### config.mk
export PLATFORM = sky130hd
export DESIGN_NAME = morse_encoder
export DESIGN_NICKNAME = d
export VERILOG_FILES = /design/src/rtl/morse_pkg.sv /design/src/rtl/morse_rom.sv /design/src/rtl/morse_encoder.sv
export SDC_FILE = /design/constraint.sdc
export NUM_CORES = 1
export LEC_CHECK = 0
export ABC_AREA = 1
export BUFFER_PORTS_ARGS = -buffer_cell sky130_fd_sc_hd__buf_2
export CORE_MARGIN = 8
export CORE_UTILIZATION = 54
export CTS_CLUSTER_DIAMETER = 200
export DETAILED_ROUTE_END_ITERATION = 16
export PLACE_DENSITY = 0.75
export SLEW_MARGIN = 20
export SYNTH_ARGS = -nofsm -noshare
export SYNTH_HDL_FRONTEND = slang
export SYNTH_SLANG_ARGS = --single-unit
### constraint.sdc
create_clock -name CLK -period 1.8 [get_ports CLK]
set_input_delay 0.27 -clock CLK [delete_from_list [all_inputs] [get_ports CLK]]
set_output_delay 0.27 -clock CLK [all_outputs]
set_load 0.01 [all_outputs]
### src/rtl/morse_pkg.sv
// Shared types and constants for the Morse encoder: FSM states, character codes,
// element timing in units and the ROM entry layout.
package morse_pkg;

   localparam int PAT_W = 6;

   typedef enum logic [2:0] {IDLE, MARK, GAP, CHAR_GAP, WORD_GAP} state_t;

   localparam logic [5:0] CODE_LETTER_A   = 6'd0;
   localparam logic [5:0] CODE_DIGIT_0    = 6'd26;
   localparam logic [5:0] CODE_WORD_SPACE = 6'd36;
   localparam logic [5:0] CODE_PERIOD     = 6'd37;
   localparam logic [5:0] CODE_COMMA      = 6'd38;
   localparam logic [5:0] CODE_QUERY      = 6'd39;

   localparam int DOT_UNITS      = 1;
   localparam int DASH_UNITS     = 3;
   localparam int GAP_UNITS      = 1;
   localparam int CHAR_GAP_UNITS = 3;
   localparam int WORD_GAP_UNITS = 4;

   typedef struct packed {
      logic             valid;
      logic [2:0]       len;
      logic [PAT_W-1:0] pat;
   } rom_entry_t;

   // seq is written in sending order, left-aligned (bit 5 = first element, 1 = dash);
   // the stored pattern is reversed so that bit 0 is the first element.
   function automatic rom_entry_t mk(input logic [2:0] len, input logic [PAT_W-1:0] seq);
      rom_entry_t e;
      e.valid = 1'b1;
      e.len   = len;
      e.pat   = {<<{seq}};
      return e;
   endfunction

endpackage

### src/rtl/morse_rom.sv
// Combinational character-code to Morse pattern lookup.
// Punctuation entries (codes 37-39) exist only when MORSE_ENCODER_PUNCT_EN is defined.
module morse_rom
   import morse_pkg::*;
(
   input  logic [5:0] code,
   output rom_entry_t entry
);

   always_comb begin
      entry = '0;
      case (code)
         6'd0:  entry = mk(3'd2, 6'b010000); // A
         6'd1:  entry = mk(3'd4, 6'b100000); // B
         6'd2:  entry = mk(3'd4, 6'b101000); // C
         6'd3:  entry = mk(3'd3, 6'b100000); // D
         6'd4:  entry = mk(3'd1, 6'b000000); // E
         6'd5:  entry = mk(3'd4, 6'b001000);
         6'd6:  entry = mk(3'd3, 6'b110000);
         6'd7:  entry = mk(3'd4, 6'b000000);
         6'd8:  entry = mk(3'd2, 6'b000000);
         6'd9:  entry = mk(3'd4, 6'b011100);
         6'd10: entry = mk(3'd3, 6'b101000);
         6'd11: entry = mk(3'd4, 6'b010000);
         6'd12: entry = mk(3'd2, 6'b110000);
         6'd13: entry = mk(3'd2, 6'b100000);
         6'd14: entry = mk(3'd3, 6'b111000);
         6'd15: entry = mk(3'd4, 6'b011000);
         6'd16: entry = mk(3'd4, 6'b110100); // Q
         6'd17: entry = mk(3'd3, 6'b010000);
         6'd18: entry = mk(3'd3, 6'b000000);
         6'd19: entry = mk(3'd1, 6'b100000); // T
         6'd20: entry = mk(3'd3, 6'b001000);
         6'd21: entry = mk(3'd4, 6'b000100);
         6'd22: entry = mk(3'd3, 6'b011000);
         6'd23: entry = mk(3'd4, 6'b100100);
         6'd24: entry = mk(3'd4, 6'b101100);
         6'd25: entry = mk(3'd4, 6'b110000); // Z
         6'd26: entry = mk(3'd5, 6'b111110); // 0
         6'd27: entry = mk(3'd5, 6'b011110);
         6'd28: entry = mk(3'd5, 6'b001110);
         6'd29: entry = mk(3'd5, 6'b000110);
         6'd30: entry = mk(3'd5, 6'b000010);
         6'd31: entry = mk(3'd5, 6'b000000);
         6'd32: entry = mk(3'd5, 6'b100000);
         6'd33: entry = mk(3'd5, 6'b110000);
         6'd34: entry = mk(3'd5, 6'b111000);
         6'd35: entry = mk(3'd5, 6'b111100); // 9
`ifdef MORSE_ENCODER_PUNCT_EN
         CODE_PERIOD: entry = mk(3'd6, 6'b010101);
         CODE_COMMA:  entry = mk(3'd6, 6'b110011);
         CODE_QUERY:  entry = mk(3'd6, 6'b001100);
`endif
         default: entry = '0;
      endcase
   end

endmodule

### src/rtl/morse_encoder.sv
// Morse keyer: accepts one character code at a time and keys it out on key_out,
// timed in units of UNIT_TICKS tick pulses. Punctuation via MORSE_ENCODER_PUNCT_EN.
module morse_encoder
   import morse_pkg::*;
#(
   parameter int UNIT_TICKS = 1
) (
   input  logic       CLK,
   input  logic       RST_N,
   input  logic       tick,
   input  logic       char_valid,
   input  logic [5:0] char_code,
   output logic       char_ready,
   output logic       key_out,
   output logic       busy,
   output logic       done,
   output logic       err
);

   localparam logic [7:0] LAST_TICK = 8'(UNIT_TICKS - 1);

   state_t           state;
   logic [7:0]       tick_cnt;
   logic [1:0]       unit_cnt;
   logic [PAT_W-1:0] pat;
   logic [2:0]       len;
   logic [2:0]       idx;
   logic [1:0]       last_unit;
   logic             unit_done;
   logic             phase_done;
   rom_entry_t       rom;

   morse_rom u_rom (
      .code  (char_code),
      .entry (rom)
   );

   always_comb begin
      last_unit = 2'd0;
      case (state)
         MARK:     last_unit = pat[idx] ? 2'(DASH_UNITS - 1) : 2'(DOT_UNITS - 1);
         GAP:      last_unit = 2'(GAP_UNITS - 1);
         CHAR_GAP: last_unit = 2'(CHAR_GAP_UNITS - 1);
         WORD_GAP: last_unit = 2'(WORD_GAP_UNITS - 1);
         default:  last_unit = 2'd0;
      endcase
   end

   assign unit_done  = tick && (tick_cnt == LAST_TICK);
   assign phase_done = unit_done && (unit_cnt == last_unit);
   assign busy       = ~char_ready;

   always_ff @(posedge CLK) begin
      if (!RST_N) begin
         state      <= IDLE;
         key_out    <= 1'b0;
         char_ready <= 1'b1;
         done       <= 1'b0;
         err        <= 1'b0;
         tick_cnt   <= '0;
         unit_cnt   <= '0;
         pat        <= '0;
         len        <= '0;
         idx        <= '0;
      end else begin
         done <= 1'b0;
         err  <= 1'b0;
         // Ordinary counting; every state change below overrides this with a clear,
         // which also discards a tick landing on the transition edge.
         if (state != IDLE) begin
            if (unit_done) begin
               tick_cnt <= '0;
               unit_cnt <= unit_cnt + 2'd1;
            end else if (tick) begin
               tick_cnt <= tick_cnt + 8'd1;
            end
         end
         case (state)
            IDLE: begin
               if (char_valid) begin
                  tick_cnt <= '0;
                  unit_cnt <= '0;
                  if (char_code == CODE_WORD_SPACE) begin
                     state      <= WORD_GAP;
                     char_ready <= 1'b0;
                  end else if (rom.valid) begin
                     state      <= MARK;
                     key_out    <= 1'b1;
                     char_ready <= 1'b0;
                     pat        <= rom.pat;
                     len        <= rom.len;
                     idx        <= '0;
                  end else begin
                     err <= 1'b1;
                  end
               end
            end
            MARK: begin
               if (phase_done) begin
                  tick_cnt <= '0;
                  unit_cnt <= '0;
                  key_out  <= 1'b0;
                  state    <= (idx == len - 3'd1) ? CHAR_GAP : GAP;
               end
            end
            GAP: begin
               if (phase_done) begin
                  tick_cnt <= '0;
                  unit_cnt <= '0;
                  key_out  <= 1'b1;
                  idx      <= idx + 3'd1;
                  state    <= MARK;
               end
            end
            CHAR_GAP, WORD_GAP: begin
               if (phase_done) begin
                  tick_cnt   <= '0;
                  unit_cnt   <= '0;
                  state      <= IDLE;
                  char_ready <= 1'b1;
                  done       <= 1'b1;
               end
            end
            default: state <= IDLE;
         endcase
      end
   end

endmodule

==> metrics.txt, run 1 <==
busiest grt layer met2; Ant. Diodes 0; io pins 15; RSZ-0062 raised after global routing true; top post-synthesis cells by count nand2_1, inv_1, dfxtp_1, nand3_1, nor2_1; CTS Buffer Depth 2; # fillers 330; register area share after synthesis 0.2656; core footprint ~3700 sq um; synth warn 0; clk_lat worst skew roughly 280 ps; EDFF count, synth 0; Cell variety after synth 42; gpl congestion about 0.94; largest family of logic cells by synthesized area simple AND/OR/NAND/NOR gates; Initial Util 0.5680; Max FO, Critical Path 7; mux cell area share after synthesis 0; Post-layout nets roughly 380; Critical Path RT 2030 ps; HP Class in -> reg; syn avg cell area between 6 and 7 sq um; global routing usage on met1 0.2090; Die Wd around 79 um; Synth Register Bits 28; die area 6165 sq um; post-synthesis xor/xnor area fraction 0.04149; vias 2194; async set-reset flop share out of synthesis 0; Vias/cell roughly 5.4; GRT Total Usage 0.1719; drt pass-1 iters 5; PnR Total Power roughly 3 mW; Setup Viol. Count Final 0; wire per inst 13.07 um; Mapped Cells ~320; Iteration-0 DRC Markers about 130; crit path cell chain inv_2, ha_4, nand2_2, nor3_2, nand2_2, nor3_4, nand3_4, a21oi_4, nand2_2, nand2_1, nand2_1, nor2_2; area delta synth->final 19.21%; final WL ~5.3 mm; Die Y approximately 79 um; cell taking the most area after synthesis dfxtp_1; clk_skew between 5 and 6 ps; Max VDD drop 549.1 uV; Clk pin slew, worst setup/hold paths 110 ps; port buffer count 14; leakage 1.210 nW; CTS Root Buffer Type clkbuf_8; grt ovf 0; first-pass GRT wire length 8.983 mm; Num CTS Buffers 3; initial antenna violation count 0; CP dominant cell by count nand2_2; Cell Rows 22; Synth area leaders dfxtp_1, nand2_1, inv_1; actual slew at the worst max-slew pin around 470 ps; DRC Markers 0; H-tree lvl count 1; layout cells sized above 1 0.2366; vias in the first global route between 2k and 2.5k; ys flop type dfxtp_1; CP Data Arrival Time 2020 ps; Slew Viols, Final 0; complex-gate fraction of the synthesized area 0.1731; clock sink count 28; Max Freq roughly 560 MHz; Worst Setup Start Kind flop; post-route setup slack approximately 15 ps; status completed; pin count of the biggest net entering global routing 19; most common cell in the netlist nand2_1; Crit Path Class reg -> reg; HPWL after DPL between 3 and 4 mm; Pwr per Cell Area roughly 1200 nW/um^2; worst slack at placement ~10 ps; final period utilization 0.9916; crit path time final 1785 ps; endpoint class of the critical path flop; Cell Area, Placed around 2400 sq um; CP max-delay cell dfxtp_2; Hold Slack about 280 ps; Post-Synth Simple-Gate Area 0.3568; top cell type's share of synthesized area 0.2656; Slew headroom 0.6847; Max-Cap Viols 0; Post-Synth Adder-Cell Area 0.05335; post-synthesis cell area approximately 2100 sq um; TritonCTS clock tree built; met2 usage 0.2974; Final Hold Vio Count 0; worst stage delay on the critical path between 300 and 400 ps; Final ANT Viol Nets 0; Post-Syn Nets roughly 340; Post-Layout Inst Area 2516 sq um; met3 usage 0.02847
==> worst max-delay path: cells and delay by family (launching register included) <==
kind	cells	cell delay (ps)
and+or+nand+nor	9	940
buffers and inverters	1	70
adders and majority gates	1	130
DFF	1	340
AOI/OAI and AO/OA	1	260
==> logic make-up (layout without fill, tap and decap cells) <==
family | count (synthesis) | after routing
AOI/OAI and AO/OA | 59 | 59
and+or+nand+nor | 152 | 152
DFF | 28 | 28
xor gates and xnor gates | 10 | 10
adders and majority gates | 9 | 9
buffers and inverters | 61 | 97
==> sequential cells by signal, summed over array words and instances, names as in the netlist, 2 cells and up <==
| name | count |
|---|---|
| unit_cnt | 2 |
| idx | 3 |
| len | 3 |
| tick_cnt | 8 |
| state | 3 |
| pat | 5 |
==> cell usage in the layout (no fill, tap or decap), drive strengths merged, types with 3 or more instances in the layout <==
cell / Yosys / layout
xnor2: 3 / 3
dfxtp: 28 / 28
a21oi: 18 / 18
xor2: 7 / 7
nor2: 29 / 29
nand2: 71 / 71
nand3: 31 / 31
nor3: 8 / 8
o22ai: 6 / 6
nand4: 4 / 4
buf: 3 / 37
o21ai: 22 / 22
ha: 9 / 9
and2: 3 / 3
a31oi: 5 / 5
a22oi: 3 / 3
inv: 54 / 54
clkbuf: 2 / 3
==> stage by stage <==
step / TNS [ps] / instances / util
2_1_floorplan: 0 / 319 / -
3_3_place_gp: 0 / 396 / 0.6377
3_5_place_dp: 0 / 396 / 0.6377
4_1_cts: 0 / 401 / 0.6609
5_1_grt: -2348 / 403 / 0.6771
6_report: 0 / 403 / 0.6771
==> where the power goes <==
group	internal (mW)	switching, mW	total [mW]	leakage (nW)
Sequential	0.744	0.103	0.847	0.230
Clock	0.298	0.215	0.514	0.0357
Combinational	0.635	1.02	1.65	0.944
Total	1.68	1.34	3.01	1.21
==> routing by layer <==
metal	wire length, um	share of wire
met5	0	0
met1	2328	0.44
met3	334	0.063
met2	2511	0.48
met4	92	0.017
==> path summary, 6_finish.rpt <==
kind / start / to / slack [ps] / depth (start not counted)
hold / removal: char_valid / err / 280 / 3
hold reg to reg: key_out / key_out / 470 / 2
setup reg to reg: tick_cnt[1] / idx[1] / 20 / 12
setup / recovery: tick_cnt[1] / idx[1] / 20 / 12
==> area by class of cell <==
class	count	area, sq um	share of cell area
Inverter	56	210.2	0.08354
Sequential cell	28	566.8	0.2253
Timing Repair Buffer	37	242.7	0.09647
Clock inverter	1	30.03	0.01193
Tap cell	48	60.06	0.02387
Multi-Input combinational cell	230	1365	0.5425
Clock buffer	3	41.29	0.01641
==> repair_timing <==
action / in CTS / in global routing
endpoints found under the setup margin: 10 / 22
hold buffers: 0 / 0
resized for setup: 2 / 16
cloned: 0 / 0
setup buffers: 1 / 2
pin swaps: 0 / 4
No activity file was read; power rests on OpenSTA's default activity.
==> run 2: changes to the inputs <==
CORE_UTILIZATION = 55   (was 54)
PLACE_DENSITY = 0.77   (was 0.75)
SYNTH_HIERARCHICAL = 1   (was default)
==> run 2 against run 1 <==
  * The run now ends with negative setup slack left
  * Clock-buffer cell count rose by 2
  * Flip-flop and latch count up 1
  * Combinational power up 8%
  * Non-clock buffer count fell by 5
  * Clock skew is 2.6 ps higher
  * Critical path depth shrank 1
  * Sequential power up 3.1%
  * Cell count rose by 5.2%
  * Synthesized cell count rose by 7.2%
  * Utilization up 4.8 points
  * Wire length grew 10%
  * Register-to-register slack got worse by 70 ps
  * Critical endpoint is now state[1]
  * Largest cell class unchanged
==> metrics.txt, run 2 <==
Max Freq 539.2 MHz (-3.8%); Seq pwr share 0.261 (-0.020); crit path time final 1855 ps (+69.85 ps); Die Y 78.45 um (about the same); commonest cells after routing, fill and taps aside nand2_1, inv_1, nand3_1; grt ovf 0 (unchanged); Ant. Diodes 0 (unchanged); Worst Setup Start Kind flop; Die Wd 78.45 um (about the same); Max FO, Critical Path 7 (unchanged); switching share of total power 0.4480 (+0.004250); violated checks negative setup slack; clk_lat worst skew 290 ps (about the same); clock power share 0.207 (+0.037); Max-Cap Viols 0 (unchanged); area delta synth->final 25.67%; Mapped Cells 342 (+7.2%); Cell variety after synth 30 (-29%); Synth Register Bits 29 (+3.6%); vias 2327 (+6.1%); Crit Path Class reg -> reg; Critical Path RT 1970 ps (-60 ps); Clk pin slew, worst setup/hold paths 70 ps (-40 ps); Post-Syn Nets 363 (+7.4%); layout cells sized above 1 0.2766 (+0.03998); Iteration-0 DRC Markers 139 (+6.1%); actual slew at the worst max-slew pin 585.9 ps (+117.3 ps); max reg flops 8 (unchanged); DRC Markers 0 (unchanged); CP Data Arrival Time 2020 ps (about the same); CTS Buffer Depth 2 (unchanged); Final Hold Vio Count 0 (unchanged); GRT Total Usage 0.1839 (+0.01199); Top Registers tick_cnt: 8 flops, pat: 6 flops; final core occ 0.7253 (+0.04815); endpoint class of the critical path flop; HP Class in -> reg; final WL 5.809 mm (+10%); Final ANT Viol Nets 0 (unchanged); clock sink count 29 (+3.6%); ys flop type dfxtp_1; io pins 15 (unchanged); worst slack at placement -31.77 ps (-42.18 ps); Num CTS Buffers 5 (+2); Hold Slack 330.1 ps (+50.90 ps); Slew headroom 0.6072 (-0.07745); Max VDD drop 630.4 uV (+15%); wire per inst 13.70 um (+4.8%); EDFF count, synth 0 (unchanged); HPWL after DPL 3.875 mm (-1.1%); clk_skew 8.501 ps (+2.556 ps); post-route setup slack -54.72 ps (-69.85 ps); Post-layout nets 396 (+5.6%); first-pass GRT wire length 9.501 mm (+5.8%); H-tree lvl count 2 (+1); Vias/cell 5.488 (+0.81%); commonest non-fill, non-tap cell in the layout nand2_1; syn avg cell area 6.271 sq um (-5.2%); Cell Rows 22 (unchanged); TritonCTS clock tree built; core footprint 3716 sq um (unchanged); gpl congestion 0.9077 (-3.2%); pin count of the biggest net entering global routing 19 (unchanged); initial antenna violation count 0 (unchanged); leakage 1.344 nW (+11%); Slew Viols, Final 0 (unchanged); async set-reset flop share out of synthesis 0 (unchanged); cell taking the most area after synthesis dfxtp_1; RSZ-0062 raised after global routing true; status complete, but fails checks; Power Internal 1.844 mW (+10%); final period utilization 1.030 (+0.03881); Setup Viol. Count Final 1 (+1); Pwr per Cell Area 1240 nW/um^2 (+3.5%); port buffer count 14 (unchanged); Initial Util 0.5771 (+0.009091); Synth area leaders dfxtp_1, nand2_1, nand3_1; post-synthesis cell area 2145 sq um (+1.6%); synth warn 6 (+6); vias in the first global route 2140 (+2.1%); Sw Pwr 1.497 mW (+12%); most common cell in the netlist nand2_1; register area share after synthesis 0.2707 (+0.005152); largest reg by FF count tick_cnt; die area 6154 sq um (-0.19%); CTS Root Buffer Type clkbuf_8; top post-synthesis cells by count nand2_1, inv_1, nand3_1, nor2_1, dfxtp_1; top cell type's share of synthesized area 0.2707 (+0.005152); Combinational Power Share 0.532 (-0.017); drt pass-1 iters 4 (-1)
run 2: cell types whose count changed in the layout (fill, tap and decap cells not counted), moves of 4 or more:
| cell | delta |
|---|---|
| o22ai_1 | -6 |
| nand2_2 | +8 |
| nand2_4 | +5 |
| buf_4 | -5 |
| nand3_1 | +7 |
| nor2_1 | +7 |
| nand2_1 | +7 |
| o21ai_1 | +6 |
| o21ai_0 | -6 |
| a31oi_1 | -4 |
run 2: cells by family (layout without fill, tap and decap cells):
kind of cell / Yosys count / in the layout / synth area share
other: 1 / 1 / 0.001749
AO/OA/AOI/OAI: 43 / 43 / 0.1062
XOR/XNOR: 11 / 11 / 0.04492
flip-flops: 29 / 29 / 0.2707
buffers and inverters: 59 / 93 / 0.1120
adder cells (fa/ha/maj): 11 / 11 / 0.06418
AND/OR/NAND/NOR: 188 / 188 / 0.4002
run 2: area by class of cell:
class / count / area [sq um]
sequential: 29 / 594.3
multi-input combinational: 254 / 1519
inverter: 53 / 201.4
clock buffer: 5 / 68.82
timing repair buffer: 32 / 205.2
tap: 48 / 60.06
fill: 304 / 1021
clock inverter: 3 / 46.29
run 2: power by group through the flow:
stage	Sequential, mW	Combinational, mW	Clock [mW]
finish	0.873	1.78	0.691
global placement	0.859	1.30	0
global route	0.885	1.96	0.727
CTS	0.852	1.36	0.689
floorplan	0.865	0.965	0
detailed placement	0.862	1.32	0
run 2: worst max-delay path, cell delays in order (launching register included):
cell and delay, ps:
dfxtp_2 330, inv_2 80, ha_4 140, nand2_4 50, nor3_4 170, nand3_2 140, nor2_4 160, nand3_4 180
o21ai_4 130, nand3_4 130, nor2_1 160, nor2_1 80
run 2: worst paths after layout:
check	startpoint	endpoint	slack, ps	cells after the start
max	tick_cnt[1]	state[1]	-50	11
min reg2reg	pat[0]	pat[0]	460	2
max reg2reg	tick_cnt[1]	state[1]	-50	11
min	char_valid	err	330	3
run 2: per-stage QoR:
step | total power, mW | cells | TNS (ps) | area, sq um
6_report | 3.341 | 424 | -54.72 | 2695
5_1_grt | 3.570 | 424 | -859.1 | 2695
4_1_cts | 2.901 | 421 | 0 | 2467
3_5_place_dp | 2.183 | 413 | -39.24 | 2346
3_3_place_gp | 2.160 | 413 | -42.56 | 2346
2_1_floorplan | 1.831 | 342 | 0 | 2145
run 2: per-layer routing:
layer,GRT usage,vias to the layer above,wire [um]
li1,-,1156,-
met1,0.2196,1080,2435
met2,0.3123,72,2933
met3,0.03531,19,278
met4,0.07963,0,161
met5,0,-,0
run 2: repair_timing:
item | 4_1_cts | 5_1_grt
buffers inserted | 0 | 3
hold buffers | 0 | 0
resized for setup | 3 | 57
pin swaps | 2 | 16
setup endpoints to repair | 16 | 27
hold endpoints to repair | 0 | 0
